## src/rtl/uart_serial_bridge_if.sv

```systemverilog
// Processor-side byte port of the UART bridge: RX FIFO head/pop and TX FIFO push/ready.
// The bridge is the slave; the processor (or a bench standing in for it) is the master.
interface uart_serial_bridge_if;
   logic [7:0] rx_data_out;
   logic       rx_valid_out;
   logic       rx_rden_in;
   logic [7:0] tx_data_in;
   logic       tx_wren_in;
   logic       tx_ready_out;

   modport slave (
      output rx_data_out,
      output rx_valid_out,
      output tx_ready_out,
      input  rx_rden_in,
      input  tx_data_in,
      input  tx_wren_in
   );

   modport master (
      input  rx_data_out,
      input  rx_valid_out,
      input  tx_ready_out,
      output rx_rden_in,
      output tx_data_in,
      output tx_wren_in
   );
endinterface

```

## src/rtl/uart_serial_bridge.sv

```systemverilog
// 8N1 UART bridge: a synchronised RX deserialiser feeding a fall-through FIFO, and a TX
// FIFO feeding a serialiser, both exposed to the processor through uart_serial_bridge_if.
module uart_serial_bridge #(
   parameter int CLKS_PER_BIT = 16,
   parameter int FIFO_AW      = 2
) (
   input  logic                  clock,
   input  logic                  reset,
   input  logic                  uart_rx_in,
   output logic                  uart_tx_out,
   output logic                  rx_overrun_out,
   output logic                  rx_frame_err_out,
   uart_serial_bridge_if.slave   proc
);
   localparam int DEPTH = 1 << FIFO_AW;
   localparam int CW    = FIFO_AW + 1;
   localparam int TW    = $clog2(CLKS_PER_BIT);
   localparam logic [TW-1:0]      BIT_LAST  = TW'(CLKS_PER_BIT - 1);
   localparam logic [TW-1:0]      HALF_LAST = TW'(CLKS_PER_BIT / 2 - 1);
   localparam logic [TW-1:0]      TMR_ONE   = TW'(1'b1);
   localparam logic [FIFO_AW-1:0] PTR_ONE   = FIFO_AW'(1'b1);
   localparam logic [CW-1:0]      FULL_CNT  = CW'(DEPTH);
   localparam logic [CW-1:0]      ZERO_CNT  = {CW{1'b0}};

   typedef enum logic [1:0] {ST_IDLE, ST_START, ST_DATA, ST_STOP} uart_state_t;

   // ---------------- RX path ----------------
   logic [1:0]         rx_sync_r;
   logic               rx_line_s;
   uart_state_t        rx_state_r, rx_state_nx_s;
   logic [TW-1:0]      rx_timer_r;
   logic [2:0]         rx_bit_idx_r;
   logic [7:0]         rx_shift_r;
   logic               rx_timer_clr_s, rx_sample_s, rx_stop_s, rx_push_req_s, rx_ferr_set_s;
   logic [7:0]         rx_mem_r [DEPTH];
   logic [FIFO_AW-1:0] rx_wr_ptr_r, rx_rd_ptr_r, rx_rd_nx_s;
   logic [CW-1:0]      rx_count_r, rx_count_nx_s;
   logic               rx_full_s, rx_push_s, rx_pop_s, rx_ovr_set_s;
   logic [7:0]         rx_head_nx_s;
   logic [7:0]         rx_data_r;
   logic               rx_valid_r, rx_overrun_r, rx_frame_err_r;

   // Two-flop synchroniser for the asynchronous line; resets to idle-high
   always_ff @(posedge clock) begin
      if (reset) rx_sync_r <= 2'b11;
      else       rx_sync_r <= {rx_sync_r[0], uart_rx_in};
   end

   assign rx_line_s = rx_sync_r[1];

   // RX state register
   always_ff @(posedge clock) begin
      if (reset) rx_state_r <= ST_IDLE;
      else       rx_state_r <= rx_state_nx_s;
   end

   // RX next-state: start bit is re-checked at half a bit to reject glitches
   always_comb begin
      rx_state_nx_s = rx_state_r;
      case (rx_state_r)
         ST_IDLE: begin
            if (!rx_line_s) rx_state_nx_s = ST_START;
            else            rx_state_nx_s = ST_IDLE;
         end
         ST_START: begin
            if (rx_timer_r == HALF_LAST) rx_state_nx_s = rx_line_s ? ST_IDLE : ST_DATA;
            else                         rx_state_nx_s = ST_START;
         end
         ST_DATA: begin
            if ((rx_timer_r == BIT_LAST) && (rx_bit_idx_r == 3'd7)) rx_state_nx_s = ST_STOP;
            else                                                    rx_state_nx_s = ST_DATA;
         end
         ST_STOP: begin
            if (rx_timer_r == BIT_LAST) rx_state_nx_s = ST_IDLE;
            else                        rx_state_nx_s = ST_STOP;
         end
         default: rx_state_nx_s = ST_IDLE;
      endcase
   end

   // RX control outputs
   always_comb begin
      rx_timer_clr_s = (rx_state_r == ST_IDLE) || (rx_state_nx_s != rx_state_r);
      rx_sample_s    = (rx_state_r == ST_DATA) && (rx_timer_r == BIT_LAST);
      rx_stop_s      = (rx_state_r == ST_STOP) && (rx_timer_r == BIT_LAST);
      rx_push_req_s  = rx_stop_s && rx_line_s;
      rx_ferr_set_s  = rx_stop_s && !rx_line_s;
   end

   // RX bit timer, bit index and LSB-first shift register
   always_ff @(posedge clock) begin
      if (reset) begin
         rx_timer_r   <= {TW{1'b0}};
         rx_bit_idx_r <= 3'd0;
         rx_shift_r   <= 8'h00;
      end else begin
         if (rx_timer_clr_s || (rx_timer_r == BIT_LAST)) rx_timer_r <= {TW{1'b0}};
         else                                            rx_timer_r <= rx_timer_r + TMR_ONE;
         if (rx_state_r != ST_DATA) rx_bit_idx_r <= 3'd0;
         else if (rx_sample_s)      rx_bit_idx_r <= rx_bit_idx_r + 3'd1;
         if (rx_sample_s) rx_shift_r <= {rx_line_s, rx_shift_r[7:1]};
      end
   end

   // RX FIFO control; a full FIFO still accepts a push when it is popped in the same cycle
   always_comb begin
      rx_full_s     = (rx_count_r == FULL_CNT);
      rx_pop_s      = proc.rx_rden_in && (rx_count_r != ZERO_CNT);
      rx_push_s     = rx_push_req_s && (!rx_full_s || rx_pop_s);
      rx_ovr_set_s  = rx_push_req_s && rx_full_s && !rx_pop_s;
      rx_count_nx_s = rx_count_r + CW'(rx_push_s) - CW'(rx_pop_s);
      rx_rd_nx_s    = rx_pop_s ? (rx_rd_ptr_r + PTR_ONE) : rx_rd_ptr_r;
      // The new head is the byte being written when it lands in the slot the head moves to
      if (rx_push_s && (rx_wr_ptr_r == rx_rd_nx_s)) rx_head_nx_s = rx_shift_r;
      else                                          rx_head_nx_s = rx_mem_r[rx_rd_nx_s];
   end

   // RX FIFO storage
   always_ff @(posedge clock) begin
      if (rx_push_s) rx_mem_r[rx_wr_ptr_r] <= rx_shift_r;
   end

   // RX FIFO pointers, registered head/valid and sticky error flags
   always_ff @(posedge clock) begin
      if (reset) begin
         rx_wr_ptr_r    <= {FIFO_AW{1'b0}};
         rx_rd_ptr_r    <= {FIFO_AW{1'b0}};
         rx_count_r     <= ZERO_CNT;
         rx_data_r      <= 8'h00;
         rx_valid_r     <= 1'b0;
         rx_overrun_r   <= 1'b0;
         rx_frame_err_r <= 1'b0;
      end else begin
         if (rx_push_s) rx_wr_ptr_r <= rx_wr_ptr_r + PTR_ONE;
         rx_rd_ptr_r    <= rx_rd_nx_s;
         rx_count_r     <= rx_count_nx_s;
         rx_valid_r     <= (rx_count_nx_s != ZERO_CNT);
         rx_data_r      <= (rx_count_nx_s != ZERO_CNT) ? rx_head_nx_s : 8'h00;
         rx_overrun_r   <= rx_overrun_r | rx_ovr_set_s;
         rx_frame_err_r <= rx_frame_err_r | rx_ferr_set_s;
      end
   end

   // ---------------- TX path ----------------
   uart_state_t        tx_state_r, tx_state_nx_s;
   logic [TW-1:0]      tx_timer_r;
   logic [2:0]         tx_bit_idx_r;
   logic [7:0]         tx_shift_r;
   logic               tx_line_s, tx_timer_clr_s, tx_shift_en_s;
   logic [7:0]         tx_mem_r [DEPTH];
   logic [FIFO_AW-1:0] tx_wr_ptr_r, tx_rd_ptr_r;
   logic [CW-1:0]      tx_count_r, tx_count_nx_s;
   logic               tx_push_s, tx_pop_s;
   logic               tx_ready_r, uart_tx_r;

   // TX FIFO control; ready is registered so a write never lands in a full FIFO
   always_comb begin
      tx_push_s     = proc.tx_wren_in && tx_ready_r;
      tx_pop_s      = (tx_state_r == ST_IDLE) && (tx_count_r != ZERO_CNT);
      tx_count_nx_s = tx_count_r + CW'(tx_push_s) - CW'(tx_pop_s);
   end

   // TX FIFO storage
   always_ff @(posedge clock) begin
      if (tx_push_s) tx_mem_r[tx_wr_ptr_r] <= proc.tx_data_in;
   end

   // TX FIFO pointers and ready flag
   always_ff @(posedge clock) begin
      if (reset) begin
         tx_wr_ptr_r <= {FIFO_AW{1'b0}};
         tx_rd_ptr_r <= {FIFO_AW{1'b0}};
         tx_count_r  <= ZERO_CNT;
         tx_ready_r  <= 1'b1;
      end else begin
         if (tx_push_s) tx_wr_ptr_r <= tx_wr_ptr_r + PTR_ONE;
         if (tx_pop_s)  tx_rd_ptr_r <= tx_rd_ptr_r + PTR_ONE;
         tx_count_r <= tx_count_nx_s;
         tx_ready_r <= (tx_count_nx_s != FULL_CNT);
      end
   end

   // TX state register
   always_ff @(posedge clock) begin
      if (reset) tx_state_r <= ST_IDLE;
      else       tx_state_r <= tx_state_nx_s;
   end

   // TX next-state: one IDLE cycle separates back-to-back frames
   always_comb begin
      tx_state_nx_s = tx_state_r;
      case (tx_state_r)
         ST_IDLE: begin
            if (tx_count_r != ZERO_CNT) tx_state_nx_s = ST_START;
            else                        tx_state_nx_s = ST_IDLE;
         end
         ST_START: begin
            if (tx_timer_r == BIT_LAST) tx_state_nx_s = ST_DATA;
            else                        tx_state_nx_s = ST_START;
         end
         ST_DATA: begin
            if ((tx_timer_r == BIT_LAST) && (tx_bit_idx_r == 3'd7)) tx_state_nx_s = ST_STOP;
            else                                                    tx_state_nx_s = ST_DATA;
         end
         ST_STOP: begin
            if (tx_timer_r == BIT_LAST) tx_state_nx_s = ST_IDLE;
            else                        tx_state_nx_s = ST_STOP;
         end
         default: tx_state_nx_s = ST_IDLE;
      endcase
   end

   // TX outputs: line level per state and shift strobe at the end of each data bit
   always_comb begin
      tx_timer_clr_s = (tx_state_r == ST_IDLE);
      tx_shift_en_s  = (tx_state_r == ST_DATA) && (tx_timer_r == BIT_LAST);
      case (tx_state_r)
         ST_IDLE:  tx_line_s = 1'b1;
         ST_START: tx_line_s = 1'b0;
         ST_DATA:  tx_line_s = tx_shift_r[0];
         ST_STOP:  tx_line_s = 1'b1;
         default:  tx_line_s = 1'b1;
      endcase
   end

   // TX bit timer, bit index, shift register and registered line output
   always_ff @(posedge clock) begin
      if (reset) begin
         tx_timer_r   <= {TW{1'b0}};
         tx_bit_idx_r <= 3'd0;
         tx_shift_r   <= 8'h00;
         uart_tx_r    <= 1'b1;
      end else begin
         if (tx_timer_clr_s || (tx_timer_r == BIT_LAST)) tx_timer_r <= {TW{1'b0}};
         else                                            tx_timer_r <= tx_timer_r + TMR_ONE;
         if (tx_state_r != ST_DATA) tx_bit_idx_r <= 3'd0;
         else if (tx_shift_en_s)    tx_bit_idx_r <= tx_bit_idx_r + 3'd1;
         if (tx_pop_s)           tx_shift_r <= tx_mem_r[tx_rd_ptr_r];
         else if (tx_shift_en_s) tx_shift_r <= {1'b0, tx_shift_r[7:1]};
         uart_tx_r <= tx_line_s;
      end
   end

   assign uart_tx_out       = uart_tx_r;
   assign rx_overrun_out    = rx_overrun_r;
   assign rx_frame_err_out  = rx_frame_err_r;
   assign proc.rx_data_out  = rx_data_r;
   assign proc.rx_valid_out = rx_valid_r;
   assign proc.tx_ready_out = tx_ready_r;

endmodule

```

## src/flat_wrapper.sv

```systemverilog
// flat-port wrapper written by rule: the top's interface ports become plain ports
module uart_serial_bridge_flat 
#(
   parameter int CLKS_PER_BIT = 16,
   parameter int FIFO_AW      = 2
)
  (clock, reset, uart_rx_in, uart_tx_out, rx_overrun_out, rx_frame_err_out, proc_rx_data_out, proc_rx_valid_out, proc_tx_ready_out, proc_rx_rden_in, proc_tx_data_in, proc_tx_wren_in);
  uart_serial_bridge_if proc_i ();
  input  logic clock;
  input  logic reset;
  input  logic uart_rx_in;
  output logic uart_tx_out;
  output logic rx_overrun_out;
  output logic rx_frame_err_out;
  output wire logic [$bits(proc_i.rx_data_out)-1:0] proc_rx_data_out;
  output wire logic [$bits(proc_i.rx_valid_out)-1:0] proc_rx_valid_out;
  output wire logic [$bits(proc_i.tx_ready_out)-1:0] proc_tx_ready_out;
  input wire logic [$bits(proc_i.rx_rden_in)-1:0] proc_rx_rden_in;
  input wire logic [$bits(proc_i.tx_data_in)-1:0] proc_tx_data_in;
  input wire logic [$bits(proc_i.tx_wren_in)-1:0] proc_tx_wren_in;
  assign proc_rx_data_out = proc_i.rx_data_out;
  assign proc_rx_valid_out = proc_i.rx_valid_out;
  assign proc_tx_ready_out = proc_i.tx_ready_out;
  assign proc_i.rx_rden_in = proc_rx_rden_in;
  assign proc_i.tx_data_in = proc_tx_data_in;
  assign proc_i.tx_wren_in = proc_tx_wren_in;
  uart_serial_bridge #(.CLKS_PER_BIT(CLKS_PER_BIT), .FIFO_AW(FIFO_AW)) u_core (.clock(clock), .reset(reset), .uart_rx_in(uart_rx_in), .uart_tx_out(uart_tx_out), .rx_overrun_out(rx_overrun_out), .rx_frame_err_out(rx_frame_err_out), .proc(proc_i));
endmodule
```

## config.mk

```make
export PLATFORM = sky130hd
export DESIGN_NAME = uart_serial_bridge_flat
export DESIGN_NICKNAME = d
export VERILOG_FILES = /design/src/rtl/uart_serial_bridge_if.sv /design/src/rtl/uart_serial_bridge.sv /design/src/flat_wrapper.sv
export SDC_FILE = /design/constraint.sdc
export NUM_CORES = 1
export LEC_CHECK = 0
export ABC_AREA = 1
export CAP_MARGIN = 5
export CORE_ASPECT_RATIO = 1.25
export CORE_MARGIN = 5
export CORE_UTILIZATION = 30
export CTS_CLUSTER_SIZE = 8
export DETAILED_ROUTE_END_ITERATION = 16
export PLACE_DENSITY = 0.56
export SYNTH_ARGS = -nofsm -noshare
export SYNTH_HDL_FRONTEND = slang
export SYNTH_SLANG_ARGS = --single-unit
```

## constraint.sdc

```tcl
create_clock -name clock -period 2.19 [get_ports clock]
set_clock_uncertainty 0.1 [all_clocks]
set_input_delay 0.3285 -clock clock [delete_from_list [all_inputs] [get_ports clock]]
set_output_delay 0.3285 -clock clock [all_outputs]
set_load 0.005 [all_outputs]
```

==> Word level (Yosys, flattened, before mapping) <==
Memory sizes are Yosys's and may differ from the RTL's. A register that Yosys moved wholly into a read port is not among the register bits.
Index checks and enable logic that the tools add are counted.
{ "classes": {"n_eq_ne": 16, "bitwise_logic": 3, "n_mux": 21, "n_reduce_logical": 32, "add_sub_neg": 12} }
{ "op_table": {"columns": ["op", "count"], "rows": [
  ["$mux 2", 8],
  ["$mux 8", 2],
  ["$pmux 2 s4", 2],
  ["$logic_and 1x1->1", 13],
  ["$reduce_or 2->1", 6],
  ["$eq 3x3->1 const B", 3],
  ["$reduce_bool 3->1", 3],
  ["$add 2x1->2 const B", 4],
  ["$add 4x1->4 const B", 2],
  ["$eq 2x2->1 const B", 4],
  ["$eq 4x4->1 const B", 2],
  ["$mux 1", 8],
  ["$add 3x1->3", 2],
  ["$add 3x1->3 const B", 2],
  ["$sub 3x1->3", 2],
  ["$eq 2x1->1 const B", 2],
  ["$eq 4x3->1 const B", 1],
  ["$logic_not 2->1", 2],
  ["$logic_or 1x1->1", 4],
  ["$ne 2x2->1 const B", 2],
  ["$logic_not 1->1", 3],
  ["$ne 3x3->1 const B", 1],
  ["$pmux 1 s3", 1],
  ["$ne 2x2->1", 1],
  ["other kinds (3)", 4]
]} }
{ "word_totals": {"mem_count": 2, "reg_bits": 55, "mem_bits_rw": 64, "output_inout_bits": 13} }
{ "mem_list": {"columns": ["name", "depth", "word_bits", "read_ports", "rd_clocked_by_memory_dff", "write_ports", "line", "source"], "rows": [
  ["u_core.rx_mem_r", 4, 8, 1, 1, 1, "uart_serial_bridge.sv:35", "logic [7:0] rx_mem_r [DEPTH];"],
  ["u_core.tx_mem_r", 4, 8, 1, 1, 1, "uart_serial_bridge.sv:150", "logic [7:0] tx_mem_r [DEPTH];"]
]} }

==> Logic depth before layout (Yosys ltp) <==
{ "logic_depth": {"depth_word": 9, "depth_mapped": 15} }

==> Least setup slack after synthesis <==
No wires, ideal clock.
{ "synth_path": {"kind": "flip-flop to flip-flop", "from": "register u_core.tx_state_r[0]", "to": "register u_core.tx_ready_r (netlist: u_core.proc.tx_ready_out)", "path_stages_with_launch": 14, "t_arrival_ps": 2186, "synth_period_minus_slack_ps": 2409, "required_ps": 1967, "path_slack_ps": -219, "cell_sequence": "dfxtp_1 > inv_1 > ha_1 > o21ai_0 > inv_1 > buf_2 > ha_1 > inv_1 > ha_1 > fa_1 > nand2_1 > nand2_1 > nor2_1 > nand3_1"} }
{ "synth_via": {"elab_chain_len": 4} }
{ "synth_rtl": {"columns": ["element", "line", "source"], "rows": [
  ["start, declared", "uart_serial_bridge.sv:145", "uart_state_t tx_state_r, tx_state_nx_s;"],
  ["start signal, assigned", "uart_serial_bridge.sv:186", "else tx_state_r <= tx_state_nx_s;"],
  ["$logic_not 2->1", "uart_serial_bridge.sv:159", "tx_pop_s = (tx_state_r == ST_IDLE) && (tx_count_r != ZERO_CNT);"],
  ["$logic_and 1x1->1", "uart_serial_bridge.sv:159", null],
  ["named net u_core.tx_pop_s", "uart_serial_bridge.sv:153", "logic tx_push_s, tx_pop_s;"],
  ["$sub 3x1->3", "uart_serial_bridge.sv:160", "tx_count_nx_s = tx_count_r + CW'(tx_push_s) - CW'(tx_pop_s);"],
  ["$ne 3x3->1", "uart_serial_bridge.sv:179", "tx_ready_r <= (tx_count_nx_s != FULL_CNT);"],
  ["end signal, assigned", "uart_serial_bridge.sv:179", null],
  ["end, declared", "uart_serial_bridge.sv:154", "logic tx_ready_r, uart_tx_r;"]
]} }
The timed path passes the listed nets, and every way through them passes these cells.
A chain may end at the register's enable or synchronous reset.

==> Final worst setup path <==
{ "layout_path": {"from": "register u_core.rx_count_r[1]", "to": "register u_core.rx_data_r[7] (netlist: u_core.proc.rx_data_out[7]), read port of u_core.rx_mem_r"} }
{ "layout_via": {"elab_chain_len": 9, "elab_cells_between_ends": 12} }
{ "layout_rtl": {"columns": ["element", "line", "source"], "rows": [
  ["start, declared", "uart_serial_bridge.sv:37", "logic [CW-1:0] rx_count_r, rx_count_nx_s;"],
  ["start signal, assigned", "uart_serial_bridge.sv:136", "rx_count_r <= rx_count_nx_s;"],
  ["$eq 3x3->1 / $reduce_bool 3->1 (equally long branches)", "uart_serial_bridge.sv:107, uart_serial_bridge.sv:108", null],
  ["$logic_not 1->1 / $logic_and 1x1->1 (equally long branches)", "uart_serial_bridge.sv:109, uart_serial_bridge.sv:108", null],
  ["$logic_or 1x1->1", "uart_serial_bridge.sv:109", "rx_push_s = rx_push_req_s && (!rx_full_s || rx_pop_s);"],
  ["$logic_and 1x1->1", "uart_serial_bridge.sv:109", null],
  ["$add 3x1->3", "uart_serial_bridge.sv:111", "rx_count_nx_s = rx_count_r + CW'(rx_push_s) - CW'(rx_pop_s);"],
  ["$sub 3x1->3 *", "uart_serial_bridge.sv:111", null],
  ["named net u_core.rx_count_nx_s[1]", "uart_serial_bridge.sv:37", null],
  ["$reduce_bool 3->1 *", "uart_serial_bridge.sv:138", "rx_data_r <= (rx_count_nx_s != ZERO_CNT) ? rx_head_nx_s : 8'h00;"],
  ["$not 1->1 (no line) *", null, null],
  ["$reduce_or 2->1 (no line) *", null, null],
  ["end, declared", "uart_serial_bridge.sv:40", "logic [7:0] rx_data_r;"]
]} }
Mark *: on every way through the listed nets, which the timed path passes. The rest lies on a longest branch.

==> reports/results.tsv <==
stage	metric	value	unit
yosys	syn_area_per_cell	9.81	sq um
power	clock power share	31.4	%
power	sequential share of power	34.7	%
setup_path	critical path arrival	2.43	ns
die	row count	55	
yosys	commonest register cell after synthesis	dfxtp_1	
cells_and_area	Antenna Diode Count	0	
power	Net Sw Frac	32.3	%
yosys	post-synthesis async set-or-reset flop share	0	%
cts	CTS tree	built	
cts	CTS Buf Count	17	
power	VDD IR max	0.653	mV
cells_and_area	final core utilization	39.3	%
drt	drt pass-1 iters	4	
drt	vias per cell	4.52	
sta	Tcrit/Tclk final	99.4	%
cells_and_area	commonest non-fill, non-tap cell in the layout	nand2_1	
cells_and_area	layout cells sized above 1	22.4	%
sta	final hold violations	0	
run_status	status	completed	
die	initial core utilization	30.4	%
sta	Slew Limit Fails	0	
drt	initial DRC count	135	
yosys	syn_nets	597	
cts	Root Buffer	clkbuf_16	
power	pwr/cell area	1210	nW/um^2
global_routing	initial antenna violation count	0	
yosys	synth unique cells	41	
yosys	Synth top area share	35.0	%
yosys	Yosys top cell by area	edfxtp_1	
setup_path	Crit. End Element	register	
cells_and_area	count of nets after finishing	682	
power	net switching power	0.00277	W
sta	final period demand of the worst path	2.18	ns
global_routing	Tot GR Track Use	11.2	%
drt	Vias	4003	
placement	port bufs	25	
min_path	HP Class	register to register	
yosys	number of synthesized register bits	129	
yosys	sequential share of the synthesized area	58.8	%
die	core area	18000	sq um
sta	Slew headroom	72.2	%
setup_path	reg2reg path depth	14	
cells_and_area	P&R area growth vs syn	29.3	%
setup_path	WS Path Type	register to register	
die	I/O pin total	26	
yosys	mapped cell area	5480	sq um
flow_run	reported max-cap violation count	0	
setup_path	Worst EP required	2.44	ns
yosys	Ys Warns	0	
placement	GP Congestion	0.834	
power	Static Leakage	2.91	nW
sta	PnR worst setup slack	0.0129	ns
die	Die Y-Extent	161	um
placement	DPL Wire Length	7.84	mm
sta	endpoints failing setup	0	
drt	Total Wirelength	10.9	mm
yosys	cell count after synthesis	559	
cts	clk_lat worst skew	0.42	ns
power	Internal	0.00581	W
sta	Fmax	459	MHz
global_routing	first-pass GRT wire length	18.6	mm
drt	DRC	0	
cts	H-Tree Depth	4	
power	combinational share of power	34.0	%
cts	clock sink count	129	
die	chip width	131	um
yosys	synth top area cells	edfxtp_1 35%, dfxtp_1 24%, nand2_1 5.5%	
global_routing	vias in the first global route	4107	
min_path	Hold Path Depth	1	
die	area of the die	21100	sq um
cts	Clock Pin Slew Worst Setup and Hold Paths	0.06	ns
cts	clk buf depth	2	
drt	antenna-violating nets left	0	
global_routing	global route overflow	0	
sta	RSZ-0062 raised after global routing	yes	
global_routing	largest net degree at the start of global routing	20	
yosys	Post-synth EDFFs	64	
placement	DP Worst Slack	-0.492	ns
drt	DR WL/cell	12.3	um
cells_and_area	commonest non-fill, non-tap cells in the layout	78 x nand2_1, 70 x nor2_1, 64 x edfxtp_1, 60 x inv_1, 60 x dfxtp_1	
sta	Least-Margin Pin Slew	0.416	ns
setup_path	CP Launch Type	register	
setup_path	Crit Path Max Fanout	7	
cts	Hold Buf Count CTS	0	
[synth_stat cells, types with 2 or more instances]
library cell	number
clkinv_1	2
nand2_2	5
clkbuf_1	6
xor2_1	2
nand2_4	4
dfxtp_1	65
inv_2	3
nand3_1	33
o22ai_1	4
o21ai_0	35
nand2_1	81
buf_2	6
o211ai_1	5
buf_6	2
nand4_1	2
nand3b_1	10
fa_1	2
inv_1	70
a21oi_1	26
edfxtp_1	64
or2_2	5
o21a_1	2
nor2_1	71
ha_1	23
o21ai_1	13
nand3_4	3
[metrics by stage]
step                      power [W]  cell area, sq um  setup TNS (ns)  hold slack [ns]  std cells
after floorplan             0.00471              5530         -0.0130            0.289        559
after global placement      0.00552              6330           -3.96            0.294        840
after detailed placement    0.00560              6330           -4.33            0.295        840
after CTS                   0.00850              6970               0            0.304        876
after global routing        0.00920              7090          -0.467            0.339        885
final                       0.00858              7090               0            0.304        885
[path summary, 6_finish.rpt]
path | startpoint | end | slack, ns
hold reg to reg | u_core.rx_sync_r[0] | u_core.rx_sync_r[1] | 0.30
setup / recovery | u_core.rx_count_r[1] | u_core.proc.rx_data_out[7] | 0.01
hold / removal | u_core.rx_sync_r[0] | u_core.rx_sync_r[1] | 0.30
setup reg to reg | u_core.rx_count_r[1] | u_core.proc.rx_data_out[7] | 0.01
[worst max-delay path, cell delays in order (launching register included)]
cell     delay (ns)
dfxtp_2        0.32
nor2_2         0.10
nand2_2        0.08
nand2_4        0.07
inv_2          0.04
ha_4           0.26
inv_2          0.04
ha_4           0.15
fa_2           0.52
inv_2          0.05
nand3_2        0.07
nand2_4        0.08
inv_6          0.09
o21ai_2        0.05
nor2_1         0.10
[layout make-up]
type / count / area (sq um)
Fill cell: 1765 / 10900
Clock buffer: 18 / 429
Clock inverter: 14 / 143
Inverter: 78 / 310
Timing Repair Buffer: 80 / 692
Sequential cell: 129 / 3230
Multi-Input combinational cell: 338 / 2000
Tap cell: 228 / 285
[timing repair]
action | in CTS | in global routing
setup endpoints to repair | 8 | 10
setup buffers | 4 | 9
gates cloned | 0 | 0
pin swaps | 3 | 9
resized for setup | 11 | 19
[cells by family after synthesis]
group	synth area share, %
compound gates	8.90
flops	58.8
simple gates	19.0
xor+xnor	0.479
buf+inv	6.87
fa+ha+maj	5.98
[power groups by stage]
| stage | Clock [W] | Sequential (W) | Combinational (W) |
|---|---|---|---|
| after floorplan | 0 | 0.00300 | 0.00171 |
| after detailed placement | 0 | 0.00301 | 0.00259 |
| after CTS | 0.00277 | 0.00297 | 0.00276 |
| after global placement | 0 | 0.00300 | 0.00252 |
| final | 0.00269 | 0.00297 | 0.00291 |
| after global routing | 0.00289 | 0.00301 | 0.00331 |
[sequential cells by signal (all words and copies together), names as in the netlist, 3 cells and up, named ones only]
signal / flops
u_core.tx_mem_r: 32
u_core.tx_count_r: 3
u_core.rx_timer_r: 4
u_core.tx_timer_r: 4
u_core.rx_shift_r: 8
u_core.proc.rx_data_out: 8
u_core.rx_mem_r: 32
u_core.rx_bit_idx_r: 3
u_core.tx_bit_idx_r: 3
u_core.tx_shift_r: 8
u_core.rx_count_r: 3
[layer usage]
layer	wire (um)	track usage (%)	vias up	part of all wire (%)
met2	5870	19.8	83	54
met4	272	5.80	0	2.5
met1	4320	11.7	1882	40
met3	433	3.37	22	4.0
li1	-	-	2016	-
met5	0	0	-	0
Power figures use the tool's default switching activity.
